**config.mk**
```make
export PLATFORM = sky130hd
export DESIGN_NAME = ram_bus_arbiter
export DESIGN_NICKNAME = d
export VERILOG_FILES = /design/src/rtl/ram_bus_arbiter.sv
export SDC_FILE = /design/constraint.sdc
export NUM_CORES = 1
export LEC_CHECK = 0
export ABC_AREA = 1
export ABC_CLOCK_PERIOD_IN_PS = 1600
export CAP_MARGIN = 25
export CORE_ASPECT_RATIO = 0.75
export CORE_MARGIN = 10
export CORE_UTILIZATION = 29
export CTS_BUF_LIST = sky130_fd_sc_hd__clkbuf_16
export CTS_CLUSTER_DIAMETER = 30
export CTS_CLUSTER_SIZE = 24
export DETAILED_ROUTE_END_ITERATION = 10
export PLACE_DENSITY_LB_ADDON = 0.08
export SYNTH_ARGS = -nofsm -noshare
export SYNTH_HDL_FRONTEND = slang
export SYNTH_SLANG_ARGS = --single-unit
export TNS_END_PERCENT = 30
```
**constraint.sdc**
```tcl
create_clock -name clk -period 1.6 [get_ports clk]
set_input_delay 0.48 -clock clk [delete_from_list [all_inputs] [get_ports clk]]
set_output_delay 0.48 -clock clk [all_outputs]
set_load 0.02 [all_outputs]
```
**src/rtl/ram_bus_arbiter.sv**
```systemverilog
// rtl/ram_bus_arbiter.sv - two-master round-robin arbiter for the single-port ram
//
// Shares one 32 x 32-bit single-port ram between two req/ack masters.
// Each transaction takes four cycles: IDLE (grant), ISSUE (ram access),
// WAIT (re-read of the same location), and ACK (one-cycle ack pulse).
//
// Ports:
//   clk, rst                       clock, synchronous active-high reset
//   mN_req, mN_wr, mN_addr,        master N request (held until ack), type,
//   mN_wdata                       address and write data (stable while req)
//   mN_ack, mN_rdata               one-cycle completion pulse, last read data
//   ram_cen, ram_wen, ram_addr,    registered ram control/address/data pins
//   ram_din                        (all zero whenever ram_cen is low)
//   ram_dout                       ram read data, registered inside the ram

module ram_bus_arbiter #(
   parameter int ADDR_W = 5,
   parameter int DATA_W = 32
) (
   input  logic              clk,
   input  logic              rst,
   input  logic              m0_req,
   input  logic              m0_wr,
   input  logic [ADDR_W-1:0] m0_addr,
   input  logic [DATA_W-1:0] m0_wdata,
   output logic              m0_ack,
   output logic [DATA_W-1:0] m0_rdata,
   input  logic              m1_req,
   input  logic              m1_wr,
   input  logic [ADDR_W-1:0] m1_addr,
   input  logic [DATA_W-1:0] m1_wdata,
   output logic              m1_ack,
   output logic [DATA_W-1:0] m1_rdata,
   output logic              ram_cen,
   output logic              ram_wen,
   output logic [ADDR_W-1:0] ram_addr,
   output logic [DATA_W-1:0] ram_din,
   input  logic [DATA_W-1:0] ram_dout
);

   typedef enum logic [1:0] {IDLE, ISSUE, WAIT, ACK} state_t;

   state_t            state, state_d;
   logic              owner, owner_d;
   logic              last_owner, last_owner_d;
   logic              wr_q, wr_d;
   logic [ADDR_W-1:0] addr_q, addr_d;
   logic [DATA_W-1:0] wdata_q, wdata_d;

   logic              ram_cen_d, ram_wen_d;
   logic [ADDR_W-1:0] ram_addr_d;
   logic [DATA_W-1:0] ram_din_d;
   logic              m0_ack_d, m1_ack_d;
   logic [DATA_W-1:0] m0_rdata_d, m1_rdata_d;
   logic              grant1;

   always_comb begin
      state_d      = state;
      owner_d      = owner;
      last_owner_d = last_owner;
      wr_d         = wr_q;
      addr_d       = addr_q;
      wdata_d      = wdata_q;
      ram_cen_d    = 1'b0;
      ram_wen_d    = 1'b0;
      ram_addr_d   = '0;
      ram_din_d    = '0;
      m0_ack_d     = 1'b0;
      m1_ack_d     = 1'b0;
      m0_rdata_d   = m0_rdata;
      m1_rdata_d   = m1_rdata;
      grant1       = 1'b0;

      case (state)
         IDLE: begin
            if (m0_req || m1_req) begin
               // Master 1 wins when alone, or on a tie when master 0 went last.
               grant1     = m1_req && (!m0_req || !last_owner);
               owner_d    = grant1;
               wr_d       = grant1 ? m1_wr    : m0_wr;
               addr_d     = grant1 ? m1_addr  : m0_addr;
               wdata_d    = grant1 ? m1_wdata : m0_wdata;
               ram_cen_d  = 1'b1;
               ram_wen_d  = wr_d;
               ram_addr_d = addr_d;
               ram_din_d  = wdata_d;
               state_d    = ISSUE;
            end
         end
         ISSUE: begin
            // Read back the same location so ram_dout is steady at capture.
            ram_cen_d  = 1'b1;
            ram_addr_d = addr_q;
            state_d    = WAIT;
         end
         WAIT: begin
            if (!wr_q) begin
               if (owner) m1_rdata_d = ram_dout;
               else       m0_rdata_d = ram_dout;
            end
            m0_ack_d     = !owner;
            m1_ack_d     = owner;
            last_owner_d = owner;
            state_d      = ACK;
         end
         ACK: begin
            // Requests are not looked at here: the acked master is still
            // dropping its req and must not be granted again.
            state_d = IDLE;
         end
         default: state_d = IDLE;
      endcase
   end

   always_ff @(posedge clk) begin
      if (rst) begin
         state      <= IDLE;
         owner      <= 1'b0;
         last_owner <= 1'b1;
         wr_q       <= 1'b0;
         addr_q     <= '0;
         wdata_q    <= '0;
         ram_cen    <= 1'b0;
         ram_wen    <= 1'b0;
         ram_addr   <= '0;
         ram_din    <= '0;
         m0_ack     <= 1'b0;
         m1_ack     <= 1'b0;
         m0_rdata   <= '0;
         m1_rdata   <= '0;
      end else begin
         state      <= state_d;
         owner      <= owner_d;
         last_owner <= last_owner_d;
         wr_q       <= wr_d;
         addr_q     <= addr_d;
         wdata_q    <= wdata_d;
         ram_cen    <= ram_cen_d;
         ram_wen    <= ram_wen_d;
         ram_addr   <= ram_addr_d;
         ram_din    <= ram_din_d;
         m0_ack     <= m0_ack_d;
         m1_ack     <= m1_ack_d;
         m0_rdata   <= m0_rdata_d;
         m1_rdata   <= m1_rdata_d;
      end
   end

endmodule

```
==> impl_metrics.yaml, run 1 <==
clock_tree:
  hold_buffers: 0
  cts_setup_buffers: 0
  clock-sinks: 115
  h-tree-depth: 4
  clock_path_buffers: 2
  cts_tree: "built"
  clock_latency_ns: 0.41
  cts_root_buf: "clkbuf_16"
  numCtsBuffers: 17
  clk_pin_slew_ns: 0.05
cells_and_area:
  drive_gt1_share_pct: 11.2
  n_fill_cell: 1356
  nNetsFinal: 864
  syn_to_final_growth_pct: 70.9
  fin_util_pct: 51.5
  fin_area_sq_um: 7170
  diodes: 0
timing:
  drv_slew: 0
  hold_violations: 0
  rsz0062_at_grt: "no"
  setup_viol: 0
  fmax_mhz: 640
  slew-limit-headroom_pct: 81.6
  period_share_pct: 97.7
  tightest_slew_ns: 0.277
  clock_skew_ns: 0.0107
  min_period_ns: 1.56
  holdWs_ns: 0.462
floorplanning:
  rows: 37
  start_util_pct: 30.1
  die_w_um: 159
  fp.dieH_um: 124
  core-area_sq_um: 13900
  dieArea_sq_um: 19700
  ioPinCount: 217
drt:
  drcViolationCount: 0
  drt_wl_total_um: 14700
  vias: 4098
  routedWlPerCell_um: 15.4
  drtIter0Drc: 220
  viasPerCell: 4.28
  detail-route-antenna-nets: 0
  first_pass_iters: 4
global_route:
  antenna_found_initial: 0
  grt_util_all_layers_pct: 14.4
  grt_start_max_net_pins: 46
  grt_overflow_total: 0
  first_global_vias: 4015
  grt_pass1_wl_um: 22600
critical_path:
  criticalPathCategory: "reg2out"
  slowest_delay_ns: 0.35
  crit_slowest_cell: "dlygate4sd2_1"
  start_kind: "flip-flop"
  cp.buffers_inverters: 1
  cp_data_required_time_ns: 1.12
  crit_fanout: 2
  crit_path_end_kind: "output port"
  cp.arrival_ns: 1.08
  path_cells: "dlygate4sd2_1"
  crit_family: "buffers and inverters"
placed_design:
  routabilityCongestion: 0.823
  dpl-instance-area_sq_um: 6620
  numPortBuffers: 216
  dpl.hpwl_um: 11100
status:
  run_status: "completed"
synth:
  synth_area_per_cell_sq_um: 8.01
  synth_cell_type_count: 23
  synth_top_area_share_pct: 54.9
  syn_area_sq_um: 4200
  ys_ff_latch: 115
  syn_inst: 524
  synthTopCellsByArea: "dfxtp_1, nor2_1, nand2_1, o21ai_0, a21oi_2"
  seq_area_frac_synth_pct: 54.9
  synth_fp_nets: 639
  yosysTopAreaCell: "dfxtp_1"
  yosysWarnings: 0
power:
  powerDensity_nw_per_um2: 1520
  vdd.ir_drop.worst_mv: 0.677
  p_leak_nw: 3.26
  finalPower_mw: 10.9
worst_hold_path:
  min_path_type: "reg2reg"
run:
  cap_violations: 0
==> registers in the layout, indices dropped and copies added, names as in the netlist <==
register	cells
m0_ack	1
wr_q	1
m1_rdata	32
m0_rdata	32
last_owner	1
m1_ack	1
ram_din	32
ram_addr	5
ram_cen	1
addr_q	5
owner	1
state	2
ram_wen	1
==> cell families after synthesis <==
kind of cell | synth area share (%)
AOI/OAI and AO/OA | 14.9
DFF | 54.9
buffers and inverters | 6.38
adders and majority gates | 0.895
and+or+nand+nor | 22.9
==> per-layer routing <==
metal  wire length [um]  vias up  track usage (%)
li1                   -     2125                -
met1               6590     1847             17.6
met2               7070      110             23.2
met3                855       16             5.34
met4                209        0             4.97
met5                  0        -                0
==> Yosys cell counts <==
master    count
a21oi_1      26
a21oi_2      19
buf_2        15
buf_4         3
buf_6         4
clkbuf_1      7
clkbuf_2      1
clkbuf_4      1
dfxtp_1     115
ha_1          3
inv_1        20
inv_2         3
nand2_1      91
nand2_2       2
nand2_4       1
nand3_1      13
nor2_1      130
nor2_2        1
nor2_4        1
nor2_8        1
nor3_1        1
o21ai_0      61
o21ai_1       5
==> cells in the final DEF (no fill, tap or decap), types with 4 or more instances in the layout <==
cell type,instances
a21oi_1,26
a21oi_2,19
buf_12,4
buf_4,17
bufinv_16,5
clkbuf_16,17
clkbuf_2,7
clkdlybuf4s15_1,38
clkdlybuf4s50_1,111
dfxtp_1,115
dlygate4sd2_1,60
inv_1,21
nand2_1,90
nand3_1,13
nor2_1,130
o21ai_0,61
o21ai_1,5
==> power breakdown <==
part	switching [mW]	total, mW	internal [mW]
sequential	0.241	3.66	3.42
combinational	1.86	3.13	1.28
clock	1.36	4.11	2.75
total	3.46	10.9	7.44
==> per-stage QoR <==
stage                     TNS, ns  instances  setup slack (ns)
after detailed placement    -9.11        925            -0.213
after global placement      -6.68        925            -0.183
after CTS                       0        957          0.000347
after global routing            0        957          0.000136
final                           0        957            0.0374
after floorplan                 0        524             0.345
==> worst paths after layout <==
path	startpoint	end	slack, ns	cells after the start
worst max-delay path	m0_rdata[26]	m0_rdata[26]	0.04	1
worst min-delay path	addr_q[1]	ram_addr[1]	0.46	2
worst max register to register	state[0]	addr_q[0]	0.16	7
worst min register to register	addr_q[1]	ram_addr[1]	0.46	2
==> repair_timing <==
| item | 4_1_cts | 5_1_grt |
|---|---|---|
| hold endpoints to repair | 0 | 0 |
| gates cloned | 0 | 0 |
| setup endpoints to repair | 137 | 74 |
| gates resized for setup | 113 | 51 |
==> final cells by class <==
type / instances / area, sq um / share of cell area, %
Sequential cell: 115 / 2300 / 32.1
Tap cell: 195 / 244 / 3.40
Inverter: 23 / 91.3 / 1.27
Clock inverter: 15 / 214 / 2.98
Timing Repair Buffer: 237 / 2260 / 31.5
Clock buffer: 17 / 425 / 5.93
Multi-Input combinational cell: 355 / 1630 / 22.8
No activity file was read; power rests on OpenSTA's default activity.
==> run 2: changes to the inputs <==
- ABC_CLOCK_PERIOD_IN_PS: 1600 -> unset
- CELL_PAD_IN_SITES_DETAIL_PLACEMENT: unset -> 1
- CELL_PAD_IN_SITES_GLOBAL_PLACEMENT: unset -> 1
- CORE_UTILIZATION: 29 -> 27
==> run 2 against run 1 <==
Combinational power is 4% higher. Global-route usage is 1.1 points higher. First-iteration DRC count down 30%. Critical path depth did not move. Largest power group is now registers.
==> impl_metrics.yaml, run 2 (synthesis results as in run 1) <==
power:
  vdd.ir_drop.worst_mv: 0.723
  p_leak_nw: 3.18
  finalPower_mw: 10.2
  powerDensity_nw_per_um2: 1440
worst_hold_path:
  min_to: "ram_addr[2]"
  min_path_cells: 2
  min_from: "addr_q[2]"
  min_path_type: "reg2reg"
floorplanning:
  ioPinCount: 217
  start_util_pct: 27.6
  die_w_um: 164
  fp.dieH_um: 128
  rows: 39
  core-area_sq_um: 15200
  dieArea_sq_um: 21000
critical_path:
  cp_data_required_time_ns: 1.12
  criticalPathCategory: "reg2out"
  crit_fanout: 2
  cp.buffers_inverters: 1
  path_cells: "clkdlybuf4s15_1"
  crit_family: "flip-flops"
  worstReg2RegEnd: "owner"
  slowest_delay_ns: 0.35
  rr_worst_depth: 7
  cp.arrival_ns: 1.08
  crit_path_end_kind: "output port"
  rrSetupSlack_ns: 0.18
  r2r-start: "state[0]"
  crit_slowest_cell: "dfxtp_1"
  start_kind: "flip-flop"
drt:
  first_pass_iters: 4
  detail-route-antenna-nets: 0
  drt_wl_total_um: 16200
  drtIter0Drc: 154
  vias: 4249
  drcViolationCount: 0
  routedWlPerCell_um: 16.7
  viasPerCell: 4.40
cells_and_area:
  syn_to_final_growth_pct: 69.0
  diodes: 0
  drive_gt1_share_pct: 12.1
  reg_top3: "m0_rdata x32, m1_rdata x32, ram_din x32"
  nNetsFinal: 865
  fin_area_sq_um: 7090
  layout_commonest_cell: "nor2_1"
  fin_util_pct: 46.6
  layout_common_cells: "nor2_1, dfxtp_1, clkdlybuf4s50_1, nand2_1, o21ai_0"
placed_design:
  routabilityCongestion: 0.747
  dpl-instance-area_sq_um: 6680
  dpl.hpwl_um: 12300
  post-place-ws_ns: -0.280
  numPortBuffers: 216
clock_tree:
  clk_pin_slew_ns: 0.05
  clock_path_buffers: 2
  clock-sinks: 115
  numCtsBuffers: 17
  clock_latency_ns: 0.41
  cts_tree: "built"
  cts_root_buf: "clkbuf_16"
  hold_buffers: 0
  h-tree-depth: 4
timing:
  tightest_slew_ns: 0.310
  fin_ws_ns: 0.0443
  rsz0062_at_grt: "yes"
  drv_slew: 0
  hold_violations: 0
  setup_viol: 0
  min_period_ns: 1.56
  period_share_pct: 97.2
  clock_skew_ns: 0.00500
  fmax_mhz: 643
  slew-limit-headroom_pct: 79.3
global_route:
  use_met3_pct: 7.38
  grt_util_all_layers_pct: 15.5
  gr-usage-met2_pct: 26.1
  grt.busiest_layer: "met2"
  grt_pass1_wl_um: 25100
  first_global_vias: 4609
  grt_overflow_total: 0
  grt_start_max_net_pins: 42
  met1_usage_pct: 16.8
  antenna_found_initial: 0
run:
  cap_violations: 0
status:
  run_status: "completed"
## run 2: cell type report
type	count	area, sq um
Clock buffer	17	425
Clock inverter	12	77.6
Fill cell	1807	8130
Inverter	23	90.1
Multi-Input combinational cell	355	1630
Sequential cell	115	2300
Tap cell	205	256
Timing Repair Buffer	238	2310
## run 2: repair_timing
item | CTS | global route
gates resized for setup | 130 | 62
setup endpoints to repair | 105 | 83
buffers inserted | 0 | 1
cloned | 0 | 0
pin swaps | 0 | 1
## run 2: metal layers
layer	share of wire, %	wire length, um
met1	41	6600
met2	49	7870
met3	9.1	1470
met4	1.4	219
met5	0	0
## run 2: worst max path at each step
stage	start	to	slack, ns	cells past startpoint
after detailed placement	m0_req	owner	-0.28	7
after global routing	m1_rdata[23]	m1_rdata[23]	-0.0001	1
final	m0_rdata[1]	m0_rdata[1]	0.04	1
after CTS	m0_rdata[21]	m0_rdata[21]	0.002	1
after global placement	m0_req	addr_q[0]	-0.24	7
after floorplan	state[0]	m1_rdata[0]	0.35	8
## run 2: through the flow
| stage | TNS (ns) | hold WS, ns | instances |
|---|---|---|---|
| after global routing | -0.0000960 | 0.486 | 965 |
| after global placement | -7.70 | 0.443 | 935 |
| final | 0 | 0.460 | 965 |
| after CTS | 0 | 0.466 | 964 |
| after floorplan | 0 | 0.436 | 524 |
| after detailed placement | -10.02 | 0.458 | 935 |
## run 2: power breakdown
part	leakage [nW]	internal [mW]	switching [mW]
registers	0.937	3.42	0.259
logic	1.98	1.32	1.92
clock network	0.260	2.05	1.23
